### config.mk
export PLATFORM = sky130hd
export DESIGN_NAME = axi_write_master
export DESIGN_NICKNAME = d
export VERILOG_FILES = /design/src/rtl/axi_write_master.sv
export SDC_FILE = /design/constraint.sdc
export NUM_CORES = 1
export LEC_CHECK = 0
export BUFFER_PORTS_ARGS = -buffer_cell sky130_fd_sc_hd__buf_2
export CAP_MARGIN = 40
export CORE_AREA = 2 2 237 169
export DETAILED_ROUTE_END_ITERATION = 10
export DIE_AREA = 0 0 239 171
export PLACE_DENSITY_LB_ADDON = 0.08
export SLEW_MARGIN = 0
export SYNTH_ARGS = -nofsm -noshare
export SYNTH_HDL_FRONTEND = slang
export SYNTH_SLANG_ARGS = --single-unit
export TNS_END_PERCENT = 20
### constraint.sdc
create_clock -name clk -period 8.8 [get_ports clk]
set_clock_uncertainty 0.05 [all_clocks]
set_input_delay 1.76 -clock clk [delete_from_list [all_inputs] [get_ports clk]]
set_output_delay 1.76 -clock clk [all_outputs]
set_load 0.05 [all_outputs]
### src/rtl/axi_write_master.sv
`timescale 1ns/1ps
// AXI4 write master: drains an AXI4-Stream into memory as INCR bursts.
// The W channel is a combinational pass-through of the stream and is gated so
// that it only carries beats of bursts whose address has been accepted.
//
// state | meaning
// IDLE  | waiting for ctrl_start
// BUSY  | issuing AW, passing W beats, collecting B responses
// DONE  | one-cycle ctrl_done pulse
module axi_write_master #(
  parameter int C_ADDR_WIDTH      = 64,
  parameter int C_DATA_WIDTH      = 32,
  parameter int C_LENGTH_WIDTH    = 32,
  parameter int C_BURST_LEN       = 16,
  parameter int C_MAX_OUTSTANDING = 16
) (
  input  logic                      clk,
  input  logic                      rst_n,
  input  logic                      ctrl_start,
  input  logic [C_ADDR_WIDTH-1:0]   ctrl_addr_offset,
  input  logic [C_LENGTH_WIDTH-1:0] ctrl_length,
  output logic                      ctrl_done,
  output logic                      m_axi_awvalid,
  input  logic                      m_axi_awready,
  output logic [C_ADDR_WIDTH-1:0]   m_axi_awaddr,
  output logic [7:0]                m_axi_awlen,
  output logic                      m_axi_wvalid,
  input  logic                      m_axi_wready,
  output logic [C_DATA_WIDTH-1:0]   m_axi_wdata,
  output logic [C_DATA_WIDTH/8-1:0] m_axi_wstrb,
  output logic                      m_axi_wlast,
  input  logic                      m_axi_bvalid,
  output logic                      m_axi_bready,
  input  logic                      s_axis_tvalid,
  output logic                      s_axis_tready,
  input  logic [C_DATA_WIDTH-1:0]   s_axis_tdata
);

  localparam int BB        = C_DATA_WIDTH / 8;
  localparam int BURST_LOG = $clog2(C_BURST_LEN);
  localparam int OUT_W     = $clog2(C_MAX_OUTSTANDING + 1);

  localparam logic [C_ADDR_WIDTH-1:0]   BURST_STEP = C_ADDR_WIDTH'(C_BURST_LEN * BB);
  localparam logic [C_LENGTH_WIDTH-1:0] BEAT_MASK  = C_LENGTH_WIDTH'(C_BURST_LEN - 1);
  localparam logic [OUT_W-1:0]          OUT_MAX    = OUT_W'(C_MAX_OUTSTANDING);
  localparam logic [7:0]                FULL_AWLEN = 8'(C_BURST_LEN - 1);

  typedef enum logic [1:0] {IDLE, BUSY, DONE} state_t;

  state_t state, state_nx;

  logic [C_LENGTH_WIDTH-1:0] len_q;
  logic [C_LENGTH_WIDTH-1:0] rem_q;
  logic [C_LENGTH_WIDTH-1:0] n_bursts_q;
  logic [C_LENGTH_WIDTH-1:0] aw_cnt;
  logic [C_LENGTH_WIDTH-1:0] w_burst;
  logic [C_LENGTH_WIDTH-1:0] beat_cnt;
  logic [OUT_W-1:0]          outstanding;
  logic                      awvalid_q;
  logic [C_ADDR_WIDTH-1:0]   awaddr_q;
  logic [7:0]                awlen_q;

  logic                      start_go;
  logic [C_LENGTH_WIDTH-1:0] start_rem;
  logic [C_LENGTH_WIDTH-1:0] start_bursts;
  logic [7:0]                start_awlen;
  logic                      aw_hs;
  logic                      w_hs;
  logic                      b_hs;
  logic                      b_dec;
  logic                      w_allowed;
  logic [C_LENGTH_WIDTH-1:0] beat_next;
  logic [C_LENGTH_WIDTH-1:0] aw_cnt_nx;
  logic [OUT_W-1:0]          out_nx;
  logic [7:0]                next_awlen;
  logic                      all_done;

  // Handshakes, burst bookkeeping and W-channel gating.
  always_comb begin
    start_go     = (state == IDLE) && ctrl_start;
    start_rem    = ctrl_length & BEAT_MASK;
    start_bursts = (ctrl_length >> BURST_LOG) + C_LENGTH_WIDTH'(start_rem != '0);
    start_awlen  = ((start_bursts == C_LENGTH_WIDTH'(1)) && (start_rem != '0))
                   ? 8'(start_rem - 1'b1) : FULL_AWLEN;

    m_axi_bready = (state == BUSY);
    b_hs         = m_axi_bready && m_axi_bvalid;
    b_dec        = b_hs && (outstanding != '0);
    aw_hs        = awvalid_q && m_axi_awready;

    // A beat may only leave once the AW of its burst has been accepted.
    w_allowed     = (state == BUSY) && (w_burst < aw_cnt);
    m_axi_wvalid  = s_axis_tvalid && w_allowed;
    s_axis_tready = m_axi_wready && w_allowed;
    w_hs          = m_axi_wvalid && m_axi_wready;

    beat_next   = beat_cnt + 1'b1;
    m_axi_wlast = ((beat_next & BEAT_MASK) == '0) || (beat_next == len_q);

    aw_cnt_nx = aw_cnt + C_LENGTH_WIDTH'(aw_hs);
    out_nx    = outstanding;
    if (aw_hs && !b_dec) out_nx = outstanding + 1'b1;
    else if (!aw_hs && b_dec) out_nx = outstanding - 1'b1;

    next_awlen = ((aw_cnt_nx == n_bursts_q - 1'b1) && (rem_q != '0))
                 ? 8'(rem_q - 1'b1) : FULL_AWLEN;

    // Counts the B arriving this cycle so ctrl_done follows the last B directly.
    all_done = (aw_cnt == n_bursts_q) && (w_burst == n_bursts_q) && (out_nx == '0);
  end

  // Next-state logic.
  always_comb begin
    state_nx = state;
    case (state)
      IDLE: if (ctrl_start) state_nx = (ctrl_length == '0) ? DONE : BUSY;
      BUSY: if (all_done) state_nx = DONE;
      DONE: state_nx = IDLE;
      default: state_nx = IDLE;
    endcase
  end

  // State register.
  always_ff @(posedge clk or negedge rst_n) begin
    if (!rst_n) state <= IDLE;
    else        state <= state_nx;
  end

  // Transfer parameters, AW issue, outstanding and W beat counters.
  always_ff @(posedge clk or negedge rst_n) begin
    if (!rst_n) begin
      len_q       <= '0;
      rem_q       <= '0;
      n_bursts_q  <= '0;
      aw_cnt      <= '0;
      w_burst     <= '0;
      beat_cnt    <= '0;
      outstanding <= '0;
      awvalid_q   <= 1'b0;
      awaddr_q    <= '0;
      awlen_q     <= '0;
    end else if (start_go) begin
      len_q       <= ctrl_length;
      rem_q       <= start_rem;
      n_bursts_q  <= start_bursts;
      aw_cnt      <= '0;
      w_burst     <= '0;
      beat_cnt    <= '0;
      outstanding <= '0;
      awvalid_q   <= (ctrl_length != '0);
      awaddr_q    <= ctrl_addr_offset;
      awlen_q     <= start_awlen;
    end else if (state == BUSY) begin
      aw_cnt      <= aw_cnt_nx;
      outstanding <= out_nx;
      // awvalid only drops after a handshake, so AW stays stable while stalled.
      awvalid_q   <= (aw_cnt_nx < n_bursts_q) && (out_nx < OUT_MAX);
      if (aw_hs) begin
        awaddr_q <= awaddr_q + BURST_STEP;
        awlen_q  <= next_awlen;
      end
      if (w_hs) begin
        beat_cnt <= beat_next;
        if (m_axi_wlast) w_burst <= w_burst + 1'b1;
      end
    end else begin
      awvalid_q <= 1'b0;
    end
  end

  assign ctrl_done     = (state == DONE);
  assign m_axi_awvalid = awvalid_q;
  assign m_axi_awaddr  = awaddr_q;
  assign m_axi_awlen   = awlen_q;
  assign m_axi_wdata   = s_axis_tdata;
  assign m_axi_wstrb   = '1;

endmodule

==> results of run 1 <==
critical path: stages, from the launching register on:
cell and delay, ps:
dfrtp_1 470, ha_1 320, nand3_1 170, or3_1 550
nor3_1 480, xnor2_1 220, o2111a_1 220, nand4_1 100
o31a_1 300, buf_4 250, inv_1 230, buf_2 300
worst paths after layout:
kind                                                     to                   startpoint  slack, ps  cells past startpoint
worst max-delay path                            m_axi_wlast      beat_cnt[0]$_DFFE_PN0P_       2780                     11
worst min-delay path            m_axi_awaddr[3]$_DFFE_PN0P_  m_axi_awaddr[3]$_DFFE_PN0P_        420                      2
worst max register to register      w_burst[12]$_DFFE_PN0P_       aw_cnt[17]$_DFFE_PN0P_       3690                     13
worst min register to register  m_axi_awaddr[3]$_DFFE_PN0P_  m_axi_awaddr[3]$_DFFE_PN0P_        420                      2
max in group asynchronous         n_bursts_q[1]$_DFFE_PN0P_                        rst_n       6250                      2
min in group asynchronous           w_burst[11]$_DFFE_PN0P_                        rst_n       1070                      1
metrics by stage:
step	util, %	std cells	worst slack, ps	hold slack [ps]	total power [mW]
3_5_place_dp	46.7	2665	2850	407	3.41
6_report	49.2	2719	2780	422	4.67
2_1_floorplan	-	2125	3880	415	2.85
5_1_grt	49.2	2719	2400	451	4.93
3_3_place_gp	46.4	2657	2800	404	3.39
4_1_cts	49.2	2717	2740	422	4.68
kinds of logic (layout without fill, tap and decap cells):
group	after synthesis	count (layout)	synth area share, %
compound gates	401	401	14.2
xor+xnor	219	219	11.3
fa+ha+maj	73	73	5.32
buf+inv	267	356	6.87
flops	234	234	34.1
mux	29	29	1.71
other cells	1	5	0.0219
simple gates	898	898	26.4
registers in the layout (all words and copies together), names as in the netlist, 2 cells and up:
signal	cells
len_q	32
beat_cnt	32
w_burst	32
n_bursts_q	29
state	2
outstanding	5
m_axi_awaddr	64
m_axi_awlen	5
aw_cnt	32
report_power, final:
group	total, mW	switching, mW	leakage [nW]	internal (mW)
clock network	1.24	0.511	0.474	0.727
logic	1.78	1.20	4.68	0.580
registers	1.65	0.357	3.02	1.30
area by class of cell:
class,count,area share (%)
antenna,1,0.0131
sequential,234,30.6
timing repair buffer,198,5.80
clock buffer,43,4.48
tap,504,3.29
inverter,106,2.08
multi-input combinational,1624,53.2
clock inverter,9,0.582
routing by layer:
metal / GRT usage, % / vias up / share of wire (%)
met3: 7.68 / 97 / 9.4
met2: 38.9 / 590 / 39
met4: 4.89 / 6 / 1.8
met5: 0 / - / 0.057
li1: - / 7589 / -
met1: 44.9 / 7702 / 49
cells in the final DEF (no fill, tap or decap), types with 26 or more instances in the layout:
| cell type | count |
|---|---|
| nor4_1 | 34 |
| nand3_1 | 113 |
| inv_1 | 104 |
| nand2b_1 | 27 |
| o31ai_1 | 33 |
| mux2i_1 | 26 |
| buf_2 | 180 |
| a21oi_1 | 63 |
| dfrtp_1 | 234 |
| nand2_1 | 302 |
| clkbuf_16 | 28 |
| nor3_1 | 66 |
| nor2_1 | 125 |
| xor2_1 | 86 |
| xnor2_1 | 132 |
| ha_1 | 73 |
| o21ai_0 | 183 |
| and3_1 | 34 |
| nand4_1 | 71 |
==> qor.tcl, run 1 <==
set qor(outcome) {finished clean}
set qor(clkSinkCount) 234
set qor(stdcell_area_um2) 19100
set qor(synth_most_common_cell) {nand2_1}
set qor(finalCriticalPeriod_ps) 6020
set qor(track_usage_pct) 28.7
set qor(total_number_of_vias) 15984
set qor(nFillCells) 3765
set qor(buffer_ports.inserted) 180
set qor(via_count_of_the_first_global_routing_pass) 14762
set qor(synthesis.area_um2) 17200
set qor(grt_setup_unrepaired) {no}
set qor(timing_max_transition_violations_final) 0
set qor(slew_headroom_pct) 33.5
set qor(yosys.cell_types.count) 72
set qor(worstHoldPathType) {reg -> reg}
set qor(power_per_cell_area_nw_per_um2) 244
set qor(synth-edff-count) 0
set qor(route.antenna.remaining_nets) 0
set qor(iteration_count_of_the_initial_detailed_routing_pass) 6
set qor(drt-wirelength-per-cell_um) 21.8
set qor(htreeDepth) 1
set qor(cts_resized) 0
set qor(yosysWarningCount) 0
set qor(asyncSetResetFlopFracSynth_pct) 100
set qor(path_max_fanout) 40
set qor(finalCritPeriodShare_pct) 68.4
set qor(drc_errors) 0
set qor(cts.root.buffer_cell) {clkbuf_16}
set qor(peakVddDrop_mv) 0.206
set qor(placed_area_um2) 18200
set qor(yosys.area.top_type) {dfrtp_1}
set qor(layout.area.seq_um2) 5860
set qor(syn_inst) 2122
set qor(initial_antenna_violation_count) 5
set qor(critical_path_required_ps) 6990
set qor(nNetsFinal) 2400
set qor(area_delta_synth_final_pct) 11.6
set qor(die_w_um) 239
set qor(detailed_place_hpwl_mm) 44.5
set qor(synth.top_cells.by_count) {nand2_1, dfrtp_1, o21ai_0, xnor2_1, nor2_1}
set qor(biggest_area_contributors_in_the_synthesized_netlist) {dfrtp_1, xnor2_1, nand2_1}
set qor(seq_area_frac_synth_pct) 34.1
set qor(die_height_um) 171
set qor(tritoncts.num_buffers) 28
set qor(grt_pass1_wl_mm) 90.5
set qor(clkLatencyLatePin_ps) 590
set qor(finalHoldViolCount) 0
set qor(drt_wl_total_mm) 59.2
set qor(critical_path.endpoint_type) {output port}
set qor(num_io_pins) 249
set qor(multiInputGateArea_um2) 10200
set qor(worstMarginPinSlew_ps) 998
set qor(tritoncts) {yes}
set qor(clk_pin_slew_worst_paths_ps) 60
set qor(worst-setup-path-type) {reg -> out}
set qor(setup_tns_ps) 0
set qor(detailedRoute.firstIterationViolations) 1647
set qor(core_area_um2) 38900
set qor(maxCapViolations) 0
set qor(netlist.area_leader.share_pct) 34.1
set qor(dominantRegCellSynth) {dfrtp_1}
set qor(fp.dieArea_um2) 40900
set qor(initial_standard_cell_utilization_of_the_core_pct) 44.1
set qor(data_arrival_at_the_endpoint_of_the_critical_path_ps) 4210
set qor(fp-row-count) 61
set qor(fraction_of_layout_cells_with_a_size_suffix_above_1_pct) 12.2
set qor(static_power_due_to_leakage_nw) 8.17
set qor(cts.repair_timing.setup_buffer_count) 0
set qor(max_freq_mhz) 166
set qor(synth-seq-cells) 234
set qor(crit_path_start_kind) {flop}
set qor(count_of_hold_fix_buffers_inserted_at_cts) 0
set qor(grt_start_max_net_pins) 161
set qor(syn_avg_cell_area_um2) 8.09
set qor(gp_routability_congestion) 0.991
set qor(grt_overflow_total) 0
set qor(cts.path.max_buffers) 3
set qor(avgViaCountPerCell) 5.88
set qor(final-setup-viol-count) 0
No activity file was read; power rests on OpenSTA's default activity.
==> inputs of run 2 (changes only) <==
- clock period: 8.8 -> 5.1 ns (I/O delays scaled with it)
==> run 2 against run 1 <==
Combinational power increased by 74%. Register-to-register slack worse by 2700 ps. Global-route usage down 0.22 points.
==> qor.tcl, run 2 (same netlist as run 1, synthesis figures left out) <==
set qor(outcome) {finished clean}
set qor(iteration_count_of_the_initial_detailed_routing_pass) 5 ;# -1
set qor(clk_pin_slew_worst_paths_ps) 60 ;# about the same
set qor(layout.area.seq_um2) 5860 ;# unchanged
set qor(total_number_of_vias) 16058 ;# +0.46%
set qor(avgViaCountPerCell) 5.88 ;# about the same
set qor(finalCriticalPeriod_ps) 4860
set qor(timing.critical_path.buf_inv) 2 ;# -1
set qor(initial_antenna_violation_count) 0 ;# -5
set qor(grt_start_max_net_pins) 149 ;# -7.5%
set qor(drc_errors) 0 ;# unchanged
set qor(p_sw_share_pct) 44.1 ;# -0.15 points
set qor(netSwitchingPower_mw) 3.57 ;# +73%
set qor(max_freq_mhz) 206
set qor(setup_tns_ps) 0 ;# unchanged
set qor(pwr-share-comb_pct) 38.3 ;# +0.3 points
set qor(worst-r2r-setup-slack_ps) 950 ;# -2740 ps
set qor(cts.path.max_buffers) 3 ;# unchanged
set qor(nFillCells) 3870 ;# +2.8%
set qor(grt_overflow_total) 0 ;# unchanged
set qor(htreeDepth) 1 ;# unchanged
set qor(gp_routability_congestion) 0.964 ;# -2.7%
set qor(critical_path.max_stage_delay_ps) 500 ;# -50 ps
set qor(grt_setup_unrepaired) {no}
set qor(route.antenna.remaining_nets) 0 ;# unchanged
set qor(area_delta_synth_final_pct) 12.0
set qor(via_count_of_the_first_global_routing_pass) 14724 ;# -0.26%
set qor(data_arrival_at_the_endpoint_of_the_critical_path_ps) 3790 ;# -420 ps
set qor(clkSinkCount) 234 ;# unchanged
set qor(maxCapViolations) 0 ;# unchanged
set qor(power_per_cell_area_nw_per_um2) 421 ;# +73%
set qor(stdcell_area_um2) 19200 ;# +0.40%
set qor(track_usage_pct) 28.5 ;# -0.22 points
set qor(placed_area_um2) 18200 ;# +0.42%
set qor(detailedRoute.firstIterationViolations) 1652 ;# +0.30%
set qor(multiInputGateArea_um2) 10200 ;# +0.15%
set qor(delay_heaviest_family_cp) {simple AND/OR/NAND/NOR gates}
set qor(rr_endpoint) {m_axi_awlen[3]$_DFFE_PN0P_}
set qor(worstPathCellList) {and4_1 -> nand4_4 -> nor4_2 -> mux2i_1 -> nor4_1 -> nand4_1 -> o31a_1 -> inv_1 -> buf_2}
set qor(timing_max_transition_violations_final) 0 ;# unchanged
set qor(fp.dieArea_um2) 40900 ;# unchanged
set qor(die_height_um) 171 ;# unchanged
set qor(grt_pass1_wl_mm) 90.0 ;# -0.59%
set qor(nNetsFinal) 2412 ;# +0.50%
set qor(slew_headroom_pct) 34.1 ;# +0.67 points
set qor(num_io_pins) 249 ;# unchanged
set qor(r2r_cells) 12 ;# -1
set qor(largest_register_ffs) 64 ;# unchanged
set qor(worst-setup-path-type) {reg -> out}
set qor(seq_power_share_pct) 35.3 ;# about the same
set qor(finalHoldViolCount) 0 ;# unchanged
set qor(layout.cells.most_common_list) {nand2_1, dfrtp_1, o21ai_0}
set qor(core_area_um2) 38900 ;# unchanged
set qor(p_clk_share_pct) 26.4 ;# about the same
set qor(mostFrequentLayoutCell) {nand2_1}
set qor(crit_path_start_kind) {flop}
set qor(die_w_um) 239 ;# unchanged
set qor(final-setup-viol-count) 0 ;# unchanged
set qor(detailed_place_hpwl_mm) 44.6 ;# +0.34%
set qor(tritoncts) {yes}
set qor(count_of_hold_fix_buffers_inserted_at_cts) 0 ;# unchanged
set qor(worstMarginPinSlew_ps) 988 ;# -10.0 ps
set qor(drt-wirelength-per-cell_um) 21.6 ;# -0.90%
set qor(finalCritPeriodShare_pct) 95.3
set qor(critical_path_required_ps) 4030 ;# -2960 ps
set qor(path_max_fanout) 10 ;# -75%
set qor(worstHoldPathType) {in -> async}
set qor(peakVddDrop_mv) 0.403 ;# +96%
set qor(critical_path.endpoint_type) {output port}
set qor(clkLatencyLatePin_ps) 560 ;# -30 ps
set qor(cts.root.buffer_cell) {clkbuf_16}
set qor(intPower_mw) 4.53 ;# +74%
set qor(buffer_ports.inserted) 180 ;# unchanged
set qor(critical_path.reg2reg.startpoint) {state[1]$_DFFE_PN0P_}
set qor(fp-row-count) 61 ;# unchanged
set qor(static_power_due_to_leakage_nw) 8.23 ;# +0.63%
set qor(fraction_of_layout_cells_with_a_size_suffix_above_1_pct) 12.9 ;# +0.66 points
set qor(drt_wl_total_mm) 58.9 ;# -0.53%
set qor(tritoncts.num_buffers) 27 ;# -3.6%
set qor(critPathSlowestCell) {dfrtp_1}
set qor(initial_standard_cell_utilization_of_the_core_pct) 44.1 ;# unchanged
set qor(power.total_mw) 8.10 ;# +74%
-- run 2: cell types whose count changed in the layout (fill, tap and decap cells not counted), sizes merged --
cell / change
buf: +16
clkbuf: -7
bufinv: +2
clkdlybuf4s18: -2
clkinv: +2
clkdlybuf4s15: -1
-- run 2: worst max path at each step --
stage	start	endpoint	slack, ps	cells past startpoint
after floorplan	m_axi_awready	m_axi_awvalid$_DFF_PN0_	920	18
after global placement	m_axi_awready	m_axi_awlen[3]$_DFFE_PN0P_	-30	13
after detailed placement	ctrl_length[0]	m_axi_awlen[2]$_DFFE_PN0P_	260	16
after CTS	beat_cnt[9]$_DFFE_PN0P_	m_axi_wlast	90	9
after global routing	beat_cnt[8]$_DFFE_PN0P_	m_axi_wlast	50	8
final	beat_cnt[12]$_DFFE_PN0P_	m_axi_wlast	240	9
-- run 2: final cells by class --
| type | count | share of cell area (%) |
|---|---|---|
| flip-flops and latches | 234 | 30.5 |
| multi-input cells | 1624 | 53.0 |
| repair buffers | 211 | 6.18 |
| clock buffers | 36 | 4.06 |
| diodes | 1 | 0.0130 |
| well taps | 504 | 3.28 |
| inverters | 106 | 2.07 |
| clock inverters | 13 | 0.905 |
-- run 2: layer usage --
layer	vias up	share of wire (%)	GRT usage, %
met4	0	1.3	3.78
met2	635	40	39.0
met5	-	0	0
li1	7633	-	-
met3	64	8.9	6.21
met1	7726	50	45.6
-- run 2: power groups by stage --
stage / clock, mW / sequential [mW] / combinational (mW)
after floorplan: 0 / 3.24 / 1.68
after global placement: 0 / 2.87 / 3.05
after detailed placement: 0 / 2.87 / 3.07
after CTS: 2.17 / 2.85 / 3.08
after global routing: 2.24 / 2.92 / 3.37
final: 2.14 / 2.86 / 3.10
-- run 2: worst reg2reg max path, delay by kind of cell (launching register included) --
family / cells / cell delay (ps)
AOI/OAI and AO/OA: 2 / 590
buffers and inverters: 3 / 650
DFF: 1 / 410
and+or+nand+nor: 7 / 2330
-- run 2: metrics by stage --
step / setup WS [ps] / std cells / hold slack, ps / utilization (%)
6_report: 238 / 2729 / 397 / 49.4
5_1_grt: 46.8 / 2728 / 458 / 49.4
4_1_cts: 90.1 / 2727 / 427 / 49.3
3_5_place_dp: 264 / 2678 / 411 / 46.9
2_1_floorplan: 918 / 2125 / 415 / -
3_3_place_gp: -32.4 / 2676 / 404 / 46.8
-- run 2: timing repair --
item,CTS,global route
buffers inserted,0,0
hold endpoints to repair,0,0
resized for setup,0,3
endpoints found under the setup margin,0,1
==> inputs of run 3 (changes only) <==
- CORE_AREA: 2 2 237 169 -> 2 2 289 206
- DIE_AREA: 0 0 239 171 -> 0 0 291 208
==> run 3 against run 2 <==
Flip-flop and latch count unchanged. Hold slack improved by 43 ps. Core utilization decreased by 15 points. Sequential power about the same. Clock power about the same. Die area increased by 48%. Sequential share of layout area decreased by 0.65 points. First-iteration DRC count decreased by 25%. Routed wire length increased by 10%. Combinational power about the same. Critical path type unchanged. Largest power group unchanged. Highest routed layer is now met5.
==> qor.tcl, run 3 (same netlist as run 1, synthesis figures left out) <==
set qor(clk_pin_slew_worst_paths_ps) 70 ;# about the same
set qor(tritoncts) {yes}
set qor(slew_headroom_pct) 42.6 ;# +8.5 points
set qor(nNetsFinal) 2424 ;# +0.50%
set qor(cts.repair_timing.setup_buffer_count) 0 ;# unchanged
set qor(gp_routability_congestion) 0.920 ;# -4.6%
set qor(finalCritPeriodShare_pct) 94.5 ;# -0.79 points
set qor(intPower_mw) 4.50 ;# -0.71%
set qor(grt_pass1_wl_mm) 98.9 ;# +9.9%
set qor(pwr-share-comb_pct) 38.4 ;# about the same
set qor(area_delta_synth_final_pct) 14.5
set qor(drc_errors) 0 ;# unchanged
set qor(initial_antenna_violation_count) 6 ;# +6
set qor(netSwitchingPower_mw) 3.67 ;# +2.8%
set qor(tritoncts.num_buffers) 28 ;# +3.7%
set qor(final-setup-viol-count) 0 ;# unchanged
set qor(stdcell_area_um2) 19600 ;# +2.2%
set qor(fraction_of_layout_cells_with_a_size_suffix_above_1_pct) 13.4 ;# +0.55 points
set qor(worst-setup-path-type) {reg -> out}
set qor(drt_wl_total_mm) 65.0 ;# +10%
set qor(p_sw_share_pct) 44.9 ;# +0.86 points
set qor(num_io_pins) 249 ;# unchanged
set qor(seq_power_share_pct) 35.3 ;# about the same
set qor(mostFrequentLayoutCell) {nand2_1}
set qor(grt_overflow_total) 0 ;# unchanged
set qor(clkSinkCount) 234 ;# unchanged
set qor(detailedRoute.firstIterationViolations) 1240 ;# -25%
set qor(crit_path_start_kind) {flop}
set qor(critical_path.endpoint_type) {output port}
set qor(clkLatencyLatePin_ps) 580 ;# +20 ps
set qor(htreeDepth) 1 ;# unchanged
set qor(critical_path_required_ps) 4030 ;# about the same
set qor(total_number_of_vias) 15984 ;# -0.46%
set qor(max_freq_mhz) 207 ;# +0.84%
set qor(drt-wirelength-per-cell_um) 21.7 ;# +0.42%
set qor(peakVddDrop_mv) 0.273 ;# -32%
set qor(iteration_count_of_the_initial_detailed_routing_pass) 5 ;# unchanged
set qor(core_area_um2) 57700 ;# +48%
set qor(p_clk_share_pct) 26.4 ;# about the same
set qor(die_height_um) 208 ;# +22%
set qor(setup_tns_ps) 0 ;# unchanged
set qor(path_max_fanout) 5 ;# -5
set qor(power_per_cell_area_nw_per_um2) 416 ;# -1.3%
set qor(detailed_place_hpwl_mm) 49.9 ;# +12%
set qor(finalHoldViolCount) 0 ;# unchanged
set qor(worstMarginPinSlew_ps) 854 ;# -134 ps
set qor(final_util_pct) 34.1 ;# -15 points
set qor(grt_setup_unrepaired) {no}
set qor(outcome) {finished clean}
set qor(data_arrival_at_the_endpoint_of_the_critical_path_ps) 3750 ;# -40 ps
set qor(via_count_of_the_first_global_routing_pass) 15197 ;# +3.2%
set qor(avgViaCountPerCell) 5.33 ;# -9.4%
set qor(layout.cells.most_common_list) {nand2_1, dfrtp_1, o21ai_0}
set qor(fp-row-count) 74 ;# +21%
set qor(cts.path.max_buffers) 3 ;# unchanged
set qor(static_power_due_to_leakage_nw) 8.28 ;# +0.63%
set qor(initial_standard_cell_utilization_of_the_core_pct) 29.7 ;# -14 points
set qor(buffer_ports.inserted) 180 ;# unchanged
set qor(die_w_um) 291 ;# +22%
set qor(largest_register_ffs) 64 ;# unchanged
set qor(worstHoldPathType) {reg -> reg}
set qor(fin_worst_hold_slack_ps) 440 ;# +43.0 ps
set qor(cts.root.buffer_cell) {clkbuf_16}
set qor(fp.dieArea_um2) 60500 ;# +48%
set qor(finalCriticalPeriod_ps) 4820 ;# -40.4 ps
set qor(route.antenna.remaining_nets) 0 ;# unchanged
set qor(track_usage_pct) 21.0 ;# -7.4 points
set qor(timing_max_transition_violations_final) 0 ;# unchanged
set qor(grt_start_max_net_pins) 86 ;# -42%
set qor(maxCapViolations) 0 ;# unchanged
set qor(placed_area_um2) 18700 ;# +2.3%
-- run 3: worst paths after layout --
check | startpoint | end | slack, ps | cells past startpoint
worst max register to register | m_axi_awvalid$_DFF_PN0_ | m_axi_awvalid$_DFF_PN0_ | 740 | 17
max in group asynchronous | rst_n | m_axi_awlen[0]$_DFFE_PN0P_ | 3590 | 2
min in group asynchronous | rst_n | w_burst[10]$_DFFE_PN0P_ | 450 | 1
worst min register to register | m_axi_awaddr[5]$_DFFE_PN0P_ | m_axi_awaddr[5]$_DFFE_PN0P_ | 440 | 2
worst max-delay path | aw_cnt[19]$_DFFE_PN0P_ | m_axi_wvalid | 280 | 10
worst min-delay path | m_axi_awaddr[5]$_DFFE_PN0P_ | m_axi_awaddr[5]$_DFFE_PN0P_ | 440 | 2
-- run 3: repair_timing --
item / CTS / global route
resized for setup: 1 / 5
setup endpoints to repair: 2 / 1
cloned: 0 / 0
hold buffers: 0 / 0
-- run 3: power groups by stage --
stage          registers [mW]  clock network (mW)  logic (mW)
2_1_floorplan            3.24                   0        1.68
3_3_place_gp             2.89                   0        3.10
3_5_place_dp             2.89                   0        3.11
4_1_cts                  2.87                2.22        3.13
5_1_grt                  2.94                2.29        3.42
6_report                 2.88                2.15        3.13
-- run 3: layer usage --
layer  vias to the layer above  share of wire (%)  track usage (%)  wire (um)
li1                       7647                  -                -          -
met1                      7772                 52             33.5      33800
met5                         -              0.075                0         49
met2                       497                 39             28.5      25300
met3                        60                7.8             5.13       5090
met4                         8                1.2             2.73        783
-- run 3: final cells by class --
class                      instances  area (um2)
inverter                         106         398
clock buffer                      33         729
sequential                       234        5860
clock inverter                    18         226
antenna                            2        5.00
multi-input combinational       1624       10200
timing repair buffer             222        1290
fill                            6106       38000
tap                              760         951
-- run 3: worst max-delay path, cell delays in order (launching register included) --
cell	delay (ps)
dfrtp_1	460
inv_1	190
ha_1	240
or4_1	520
a221o_1	270
o2111ai_1	200
a2111oi_0	260
buf_4	200
a21oi_2	390
and2_1	190
buf_2	260
-- run 3: stage by stage --
step / cells / power, mW / setup WS (ps)
finish: 2999 / 8.17 / 278
global route: 2997 / 8.66 / 44.7
CTS: 2997 / 8.22 / 36.1
detailed placement: 2946 / 6.01 / 169
global placement: 2942 / 6.00 / 246
floorplan: 2125 / 4.92 / 918
